$ cat src/rtl/alu_serial_rx.sv
// Receive front end of the serial ALU: deserialises 11-bit packets into a command frame,
// validates length/CRC4/opcode and hands {A, B, OP, err} to the core over valid/ready.
module alu_serial_rx #(
   parameter int DW          = 32,
   parameter int SYNC_STAGES = 2
) (
   input  logic          clk,
   input  logic          rst,
   input  logic          sin,
   output logic          out_valid,
   input  logic          out_ready,
   output logic [DW-1:0] out_a,
   output logic [DW-1:0] out_b,
   output logic [2:0]    out_op,
   output logic [2:0]    out_err,
   output logic          overrun
);

   localparam int NPKT = 2 * DW / 8;
   localparam int CW   = $clog2(NPKT + 2);
   localparam logic [CW-1:0] NPKT_C   = CW'(NPKT);
   localparam logic [CW-1:0] NPKT_SAT = CW'(NPKT + 1);

   typedef enum logic [2:0] {IDLE, TYPE, BITS, STOP, FLUSH} state_t;

   logic            sin_s;
   state_t          state;
   logic            pkt_type;
   logic [2:0]      bit_cnt;
   logic [7:0]      byte_sr;
   logic [2*DW-1:0] opnd;
   logic [CW-1:0]   pkt_cnt;
   logic            frame_err;

   logic [2:0]      ctl_op;
   logic [3:0]      ctl_crc;
   logic            err_data;
   logic            err_crc;
   logic            err_op;

   // Synchroniser flops reset to the idle-high line level so reset never looks like a start bit.
   generate
      if (SYNC_STAGES == 0) begin : g_nosync
         assign sin_s = sin;
      end else begin : g_sync
         logic [SYNC_STAGES-1:0] sync_q;
         always_ff @(posedge clk or posedge rst) begin
            if (rst) begin
               sync_q <= '1;
            end else begin
               sync_q[0] <= sin;
               for (int i = 1; i < SYNC_STAGES; i++) begin
                  sync_q[i] <= sync_q[i-1];
               end
            end
         end
         assign sin_s = sync_q[SYNC_STAGES-1];
      end
   endgenerate

   function automatic logic [3:0] crc4(input logic [2*DW+3:0] msg);
      logic [3:0] c;
      logic       fb;
      c = 4'h0;
      for (int i = 2*DW+3; i >= 0; i--) begin
         fb = c[3] ^ msg[i];
         c  = {c[2:0], 1'b0} ^ (fb ? 4'b0011 : 4'b0000);
      end
      return c;
   endfunction

   // Frame verdict, evaluated while the CTL byte sits in byte_sr during its stop bit.
   always_comb begin
      ctl_op   = byte_sr[6:4];
      ctl_crc  = byte_sr[3:0];
      err_data = (pkt_cnt != NPKT_C) || frame_err;
      err_crc  = !err_data && (ctl_crc != crc4({opnd, 1'b1, ctl_op}));
      err_op   = !err_data && !err_crc &&
                 !(ctl_op == 3'b000 || ctl_op == 3'b001 || ctl_op == 3'b100 || ctl_op == 3'b101);
   end

   always_ff @(posedge clk or posedge rst) begin
      if (rst) begin
         state     <= IDLE;
         pkt_type  <= 1'b0;
         bit_cnt   <= 3'd0;
         byte_sr   <= 8'h00;
         opnd      <= '0;
         pkt_cnt   <= '0;
         frame_err <= 1'b0;
         out_valid <= 1'b0;
         out_a     <= '0;
         out_b     <= '0;
         out_op    <= 3'b000;
         out_err   <= 3'b000;
         overrun   <= 1'b0;
      end else begin
         overrun <= 1'b0;
         if (out_valid && out_ready) begin
            out_valid <= 1'b0;
         end
         case (state)
            IDLE: begin
               if (!sin_s) begin
                  state <= TYPE;
               end
            end
            TYPE: begin
               pkt_type <= sin_s;
               bit_cnt  <= 3'd7;
               state    <= BITS;
            end
            BITS: begin
               byte_sr <= {byte_sr[6:0], sin_s};
               bit_cnt <= bit_cnt - 3'd1;
               if (bit_cnt == 3'd0) begin
                  state <= STOP;
               end
            end
            STOP: begin
               if (sin_s) begin
                  state <= IDLE;
                  if (!pkt_type) begin
                     opnd <= {opnd[2*DW-9:0], byte_sr};
                     if (pkt_cnt != NPKT_SAT) begin
                        pkt_cnt <= pkt_cnt + 1'b1;
                     end
                  end else begin
                     opnd      <= '0;
                     pkt_cnt   <= '0;
                     frame_err <= 1'b0;
                     // A held, unconsumed result wins; the new frame is dropped and flagged.
                     if (!out_valid || out_ready) begin
                        out_valid <= 1'b1;
                        out_b     <= opnd[2*DW-1:DW];
                        out_a     <= opnd[DW-1:0];
                        out_op    <= ctl_op;
                        out_err   <= {err_data, err_crc, err_op};
                     end else begin
                        overrun <= 1'b1;
                     end
                  end
               end else begin
                  state     <= FLUSH;
                  frame_err <= 1'b1;
                  pkt_cnt   <= '0;
               end
            end
            FLUSH: begin
               if (sin_s) begin
                  state <= IDLE;
               end
            end
            default: state <= IDLE;
         endcase
      end
   end

endmodule

$ cat config.mk
export PLATFORM = sky130hd
export DESIGN_NAME = alu_serial_rx
export DESIGN_NICKNAME = d
export VERILOG_FILES = /design/src/rtl/alu_serial_rx.sv
export SDC_FILE = /design/constraint.sdc
export NUM_CORES = 1
export LEC_CHECK = 0
export ABC_AREA = 1
export ABC_CLOCK_PERIOD_IN_PS = 14700
export CORE_ASPECT_RATIO = 1.25
export CORE_MARGIN = 1
export CORE_UTILIZATION = 50
export DETAILED_ROUTE_END_ITERATION = 8
export PLACE_DENSITY = 0.79
export RECOVER_POWER = 50
export SLEW_MARGIN = 20
export SYNTH_ARGS = -nofsm -noshare
export SYNTH_HDL_FRONTEND = slang
export SYNTH_SLANG_ARGS = --single-unit
export TNS_END_PERCENT = 5
$ cat constraint.sdc
create_clock -name clk -period 14.7 [get_ports clk]
set_input_delay 1.47 -clock clk [delete_from_list [all_inputs] [get_ports clk]]
set_output_delay 1.47 -clock clk [all_outputs]
set_load 0.01 [all_outputs]
* After elaboration in Yosys (flattened, before gate mapping) *
Index checks and enable logic that the tools add are counted.

operators by class
  equality and inequality tests = 15
  bitwise gates (word level) = 133
  muxes and demuxes = 89
  add/sub/neg operators = 2
  reduce and logical (&&, ||, !) cells = 22

operator list
  kind                                                                      count
  4-bit by 2-bit bitwise XOR with 4-bit output                              66
  2-bit two-way mux                                                         68
  64-bit two-way mux                                                        1
  1-bit bitwise XOR                                                         64
  3-bit one-hot mux with 5 select lines                                     1
  3-bit two-way mux                                                         4
  4-bit two-way mux                                                         3
  1-bit two-way mux                                                         11
  3-bit == test (second input constant)                                     3
  3-bit logical NOT                                                         3
  2-bit inequality test (second input constant)                             4
  4-bit inequality test (second input constant)                             2
  3-bit by 1-bit == test with 1-bit output (second input constant)          2
  3-bit by 2-bit == test with 1-bit output (second input constant)          2
  3-bit one-hot mux with 2 select lines                                     1
  2-bit AND reduction                                                       3
  1-bit logical OR                                                          5
  4-bit by 1-bit adder with 4-bit output (second input constant)            1
  1-bit logical AND                                                         4
  1-bit logical NOT                                                         4
  4-bit inequality test                                                     1
  4-bit AND reduction                                                       1
  3-bit by 2-bit inequality test with 1-bit output (second input constant)  1
  3-bit AND reduction                                                       1
  other kinds (4)                                                           5

word-level totals
  logic and storage cells = 275
  output and inout port bits = 72
  input port bits = 4
  register bits = 158

* Depth between registers and ports, before layout *
  depth in word-level cells = 203
  depth in mapped cells = 70
  mapped depth without buffers = 70

* Worst setup path after synthesis *
OpenSTA, ideal clock, no wires.

  path type = register -> register
  start = register opnd[63]
  end = register out_err[1]
  arrival = 4.837 ns
  period minus slack after synthesis = 4.953 ns
  stages on the path, launching flop included = 65
  buffers on the path = 0
  path slack = 9.747 ns
  setup time = 0.116 ns
  data required time = 14.584 ns
  cell sequence = dfrtp_1 inv_2 nand2_1 nand2_1 nand2_2 nand2_2 nand2_1 nand2_1 inv_1 nand2_1 nand3_2 nand2_1 nand2_1 nand2_1 nand2_1 nand2_2 nand2_2 nand2_1 [29 not listed] nand2_1 nand2_1 nand2_2 inv_1 nand2_2 nand2_1 nand2_2 nand2_2 nand2_2 nand2_2 nand2_1 nand2_1 nand2_1 nand2_1 nor2_2 nand3_1 nand2_1 nand2_1

on the way
  longest elaborated chain between the ends = 114
  elaborated cells between the ends (all ways) = 197
  those cells by class = 1 x eq/ne; 65 x mux; 130 x bitwise; 1 x reduce/logical

ends and longest elaborated chain
  what                                                                                      RTL line  source
  start: declaration                                                                        31        logic [2*DW-1:0] opnd;
  start signal: assignment                                                                  124       opnd <= {opnd[2*DW-9:0], byte_sr};
  2-bit two-way mux (*)                                                                     67        c = {c[2:0], 1'b0} ^ (fb ? 4'b0011 : 4'b0000);
  3-bit by 2-bit bitwise XOR with 3-bit output (*)                                          67
  4-bit by 2-bit bitwise XOR with 4-bit output (*)                                          67
  1-bit bitwise XOR                                                                         66        fb = c[3] ^ msg[i];
  2-bit two-way mux                                                                         67
  4-bit by 2-bit bitwise XOR with 4-bit output (*) (3 in series)                            67
  1-bit bitwise XOR                                                                         66
  2-bit two-way mux                                                                         67
  [93 not listed]                                                                           -
  1-bit bitwise XOR                                                                         66
  2-bit two-way mux                                                                         67
  4-bit by 2-bit bitwise XOR with 4-bit output (*) (4 in series)                            67
  1-bit bitwise XOR / 2-bit two-way mux (equally long branches)                             66, 67
  2-bit two-way mux / 4-bit by 2-bit bitwise XOR with 4-bit output (equally long branches)  67
  4-bit by 2-bit bitwise XOR with 4-bit output (*)                                          67
  4-bit inequality test (*)                                                                 77        err_crc = !err_data && (ctl_crc != crc4({opnd, 1'b1, ctl_op}));
  1-bit logical AND (*)                                                                     77
  end signal: assignment                                                                    138       out_err <= {err_data, err_crc, err_op};
  end: declaration                                                                          15        output logic [2:0] out_err,

Every way passes the cells marked *; elsewhere a longest branch is shown, timed or not.
A chain may end at the register's enable or synchronous reset.

* Worst setup path in the final report *
Ends and elaborated chain as after synthesis.

==> results.py <==
metrics = {
    "sta": {
        "clock_skew_ns": 0.008718,
        "max_slew_margin": -1.233,
        "period_minus_slack_ns": 6.008,
        "fmax_ghz": 0.1664,
        "rsz0062_at_grt": "false",
        "maxSlewViolCount": 147,
        "fin_setup_tns_ns": 0,
        "min_period_over_period": 0.4087,
        "finalHoldViolCount": 0,
        "worstMarginPinSlew_ns": 3.331,
        "setup_viol": 0,
    },
    "setup_path": {
        "critPathArrivalTime_ns": 6.33,
        "slowest_stage": "dfrtp_1",
        "regToRegSetupSlack_ns": 8.69,
        "timing.rr.end": "out_err[1]$_DFFE_PP0P_",
        "crit_path_frequent_cell": "nand2_1",
        "cp-end-kind": "flip-flop",
        "cp.required_ns": 15.02,
        "cpPeakStageDelay_ns": 0.43,
        "r2r-start": "opnd[63]$_DFFE_PP0P_",
        "r2r_cells": 65,
        "startpoint": "opnd[63]$_DFFE_PP0P_",
        "cp-endpoint": "out_err[1]$_DFFE_PP0P_",
        "criticalPathCategory": "reg2reg",
        "start_kind": "flip-flop",
        "path_max_fanout": 6,
    },
    "drt": {
        "drt-wirelength-per-cell_um": 14.03,
        "ant_nets": 0,
        "wl_um": 19560,
        "firstDrtPassIters": 5,
        "drt_iter0_markers": 434,
        "drc_errors": 0,
        "vias": 7395,
        "viasPerCell": 5.305,
    },
    "synth": {
        "synthFlopType": "dfrtp_1",
        "syn_area_um2": 8277,
        "yosysMostFrequentCell": "nand2_1",
        "synth-edff-count": 0,
        "syn_nets": 1105,
        "yosysWarnings": 0,
        "ys_ff_latch": 158,
        "yosysUniqueCellTypes": 27,
        "synthArstFlopShare": 1.000,
        "synthTopCellsByCount": "nand2_1 (364), dfrtp_1 (156), nand3_1 (145)",
        "yosysTopAreaCell": "dfrtp_1",
        "synth_area_per_cell_um2": 7.552,
        "ys_seq_area_frac": 0.4780,
        "synth.top_cell.area_share": 0.4717,
        "syn_inst": 1096,
        "synthTopCellsByArea": "dfrtp_1 (47%), nand2_1 (17%), nand3_1 (8.8%)",
    },
    "place": {
        "gp_congestion": 0.8646,
        "port_buffers": 75,
        "hpwl_um": 13910,
    },
    "run_status": {
        "outcome": "finished, violations left",
        "violations": "max-capacitance violations, max-slew violations",
    },
    "final_layout": {
        "nNetsFinal": 1174,
        "diodes": 0,
        "area_growth_pct": 18.94,
        "drive_above_1_share": 0.1129,
    },
    "cts": {
        "ctsResizeCount": 0,
        "cts_made_buffers": 17,
        "cts_sinks": 158,
        "clk_latency_ns": 0.43,
        "htreeDepth": 4,
        "hold_buffers": 0,
        "cts_tree": "yes",
        "clkSlewWorstSetupHoldPaths_ns": 0.06,
        "cts_root_buf": "clkbuf_16",
        "postCtsSetupRepairBufs": 0,
        "clock_path_buffers": 2,
    },
    "die": {
        "io_pins": 76,
        "dieArea_um2": 17070,
        "die_height_um": 145.8,
        "rows": 52,
        "die_x_um": 117.1,
        "initial_utilization": 0.5109,
        "coreArea_um2": 16200,
    },
    "grt": {
        "track_usage": 0.2470,
        "grt_pass1_vias": 7157,
        "grt_max_degree": 138,
        "grt_pass1_wl_um": 33110,
        "gr-total-overflow": 0,
        "antenna_found_initial": 0,
    },
    "hold_path": {
        "hold_class": "reg2reg",
    },
    "job": {
        "cap_violations": 2,
    },
}
==> cells by family after synthesis <==
family,Yosys count,share of synthesized area
xor gates and xnor gates,6,0.006349
adders and majority gates,5,0.007559
and+or+nand+nor,608,0.3294
DFF,158,0.4780
buffers and inverters,166,0.07589
AOI/OAI and AO/OA,153,0.1028
==> placed cells by master (no fill, tap or decap), types with 14 or more instances in the layout <==
master / count
clkdlybuf4s50_1: 46
dlygate4sd3_1: 29
nor2_1: 14
o22ai_1: 63
nand2_2: 57
nand3_1: 145
nand2_1: 363
clkbuf_16: 17
dfrtp_1: 156
inv_1: 116
nand3_2: 14
o21ai_0: 82
inv_2: 19
==> cell type report <==
| class | instances | area (µm²) |
|---|---|---|
| fillers | 1391 | 6356 |
| flip-flops and latches | 158 | 3956 |
| multi-input cells | 772 | 3702 |
| repair buffers | 79 | 780.7 |
| inverters | 137 | 516.7 |
| clock buffers | 22 | 484.2 |
| well taps | 216 | 270.3 |
| clock inverters | 10 | 133.9 |
==> registers in the layout (all words and copies together) (netlist names) <==
signal / count
out_b: 32
opnd: 64
out_op: 3
byte_sr: 8
state: 3
out_valid: 1
pkt_cnt: 4
bit_cnt: 3
out_a: 32
g_sync.sync_q: 2
pkt_type: 1
frame_err: 1
out_err: 3
overrun: 1
==> per-layer routing <==
metal | routed length, µm | track usage | share of wire
met5 | 0 | 0 | 0
met1 | 8322 | 0.3102 | 0.43
met4 | 631 | 0.1127 | 0.032
met2 | 9877 | 0.4133 | 0.50
met3 | 729 | 0.03957 | 0.037
==> worst min-delay path by stage <==
stage,startpoint,to,cells past startpoint
after floorplan,g_sync.sync_q[0]$_DFF_PP1_,g_sync.sync_q[1]$_DFF_PP1_,0
after global placement,g_sync.sync_q[0]$_DFF_PP1_,g_sync.sync_q[1]$_DFF_PP1_,0
after detailed placement,g_sync.sync_q[0]$_DFF_PP1_,g_sync.sync_q[1]$_DFF_PP1_,0
after CTS,g_sync.sync_q[0]$_DFF_PP1_,g_sync.sync_q[1]$_DFF_PP1_,0
after global routing,g_sync.sync_q[0]$_DFF_PP1_,g_sync.sync_q[1]$_DFF_PP1_,0
final,g_sync.sync_q[0]$_DFF_PP1_,g_sync.sync_q[1]$_DFF_PP1_,0
==> through the flow <==
stage / hold slack (ns) / setup slack (ns) / utilization / cell area, µm² / instances
2_1_floorplan: 0.3452 / 8.970 / - / 8277 / 1096
3_3_place_gp: 0.3469 / 9.015 / 0.5697 / 9230 / 1362
3_5_place_dp: 0.3476 / 8.870 / 0.5697 / 9230 / 1362
4_1_cts: 0.3565 / 8.766 / 0.6079 / 9848 / 1394
5_1_grt: 0.3590 / 7.795 / 0.6077 / 9844 / 1394
6_report: 0.3547 / 8.692 / 0.6077 / 9844 / 1394
==> critical path, delay by kind of cell (launching register included) <==
family,cells,cell delay (ns)
buf+inv,7,0.42
simple gates,58,5.04
flops,1,0.43
Power is not shown: default switching activity piles up to over one toggle a cycle in this logic, so the estimate is an artifact.
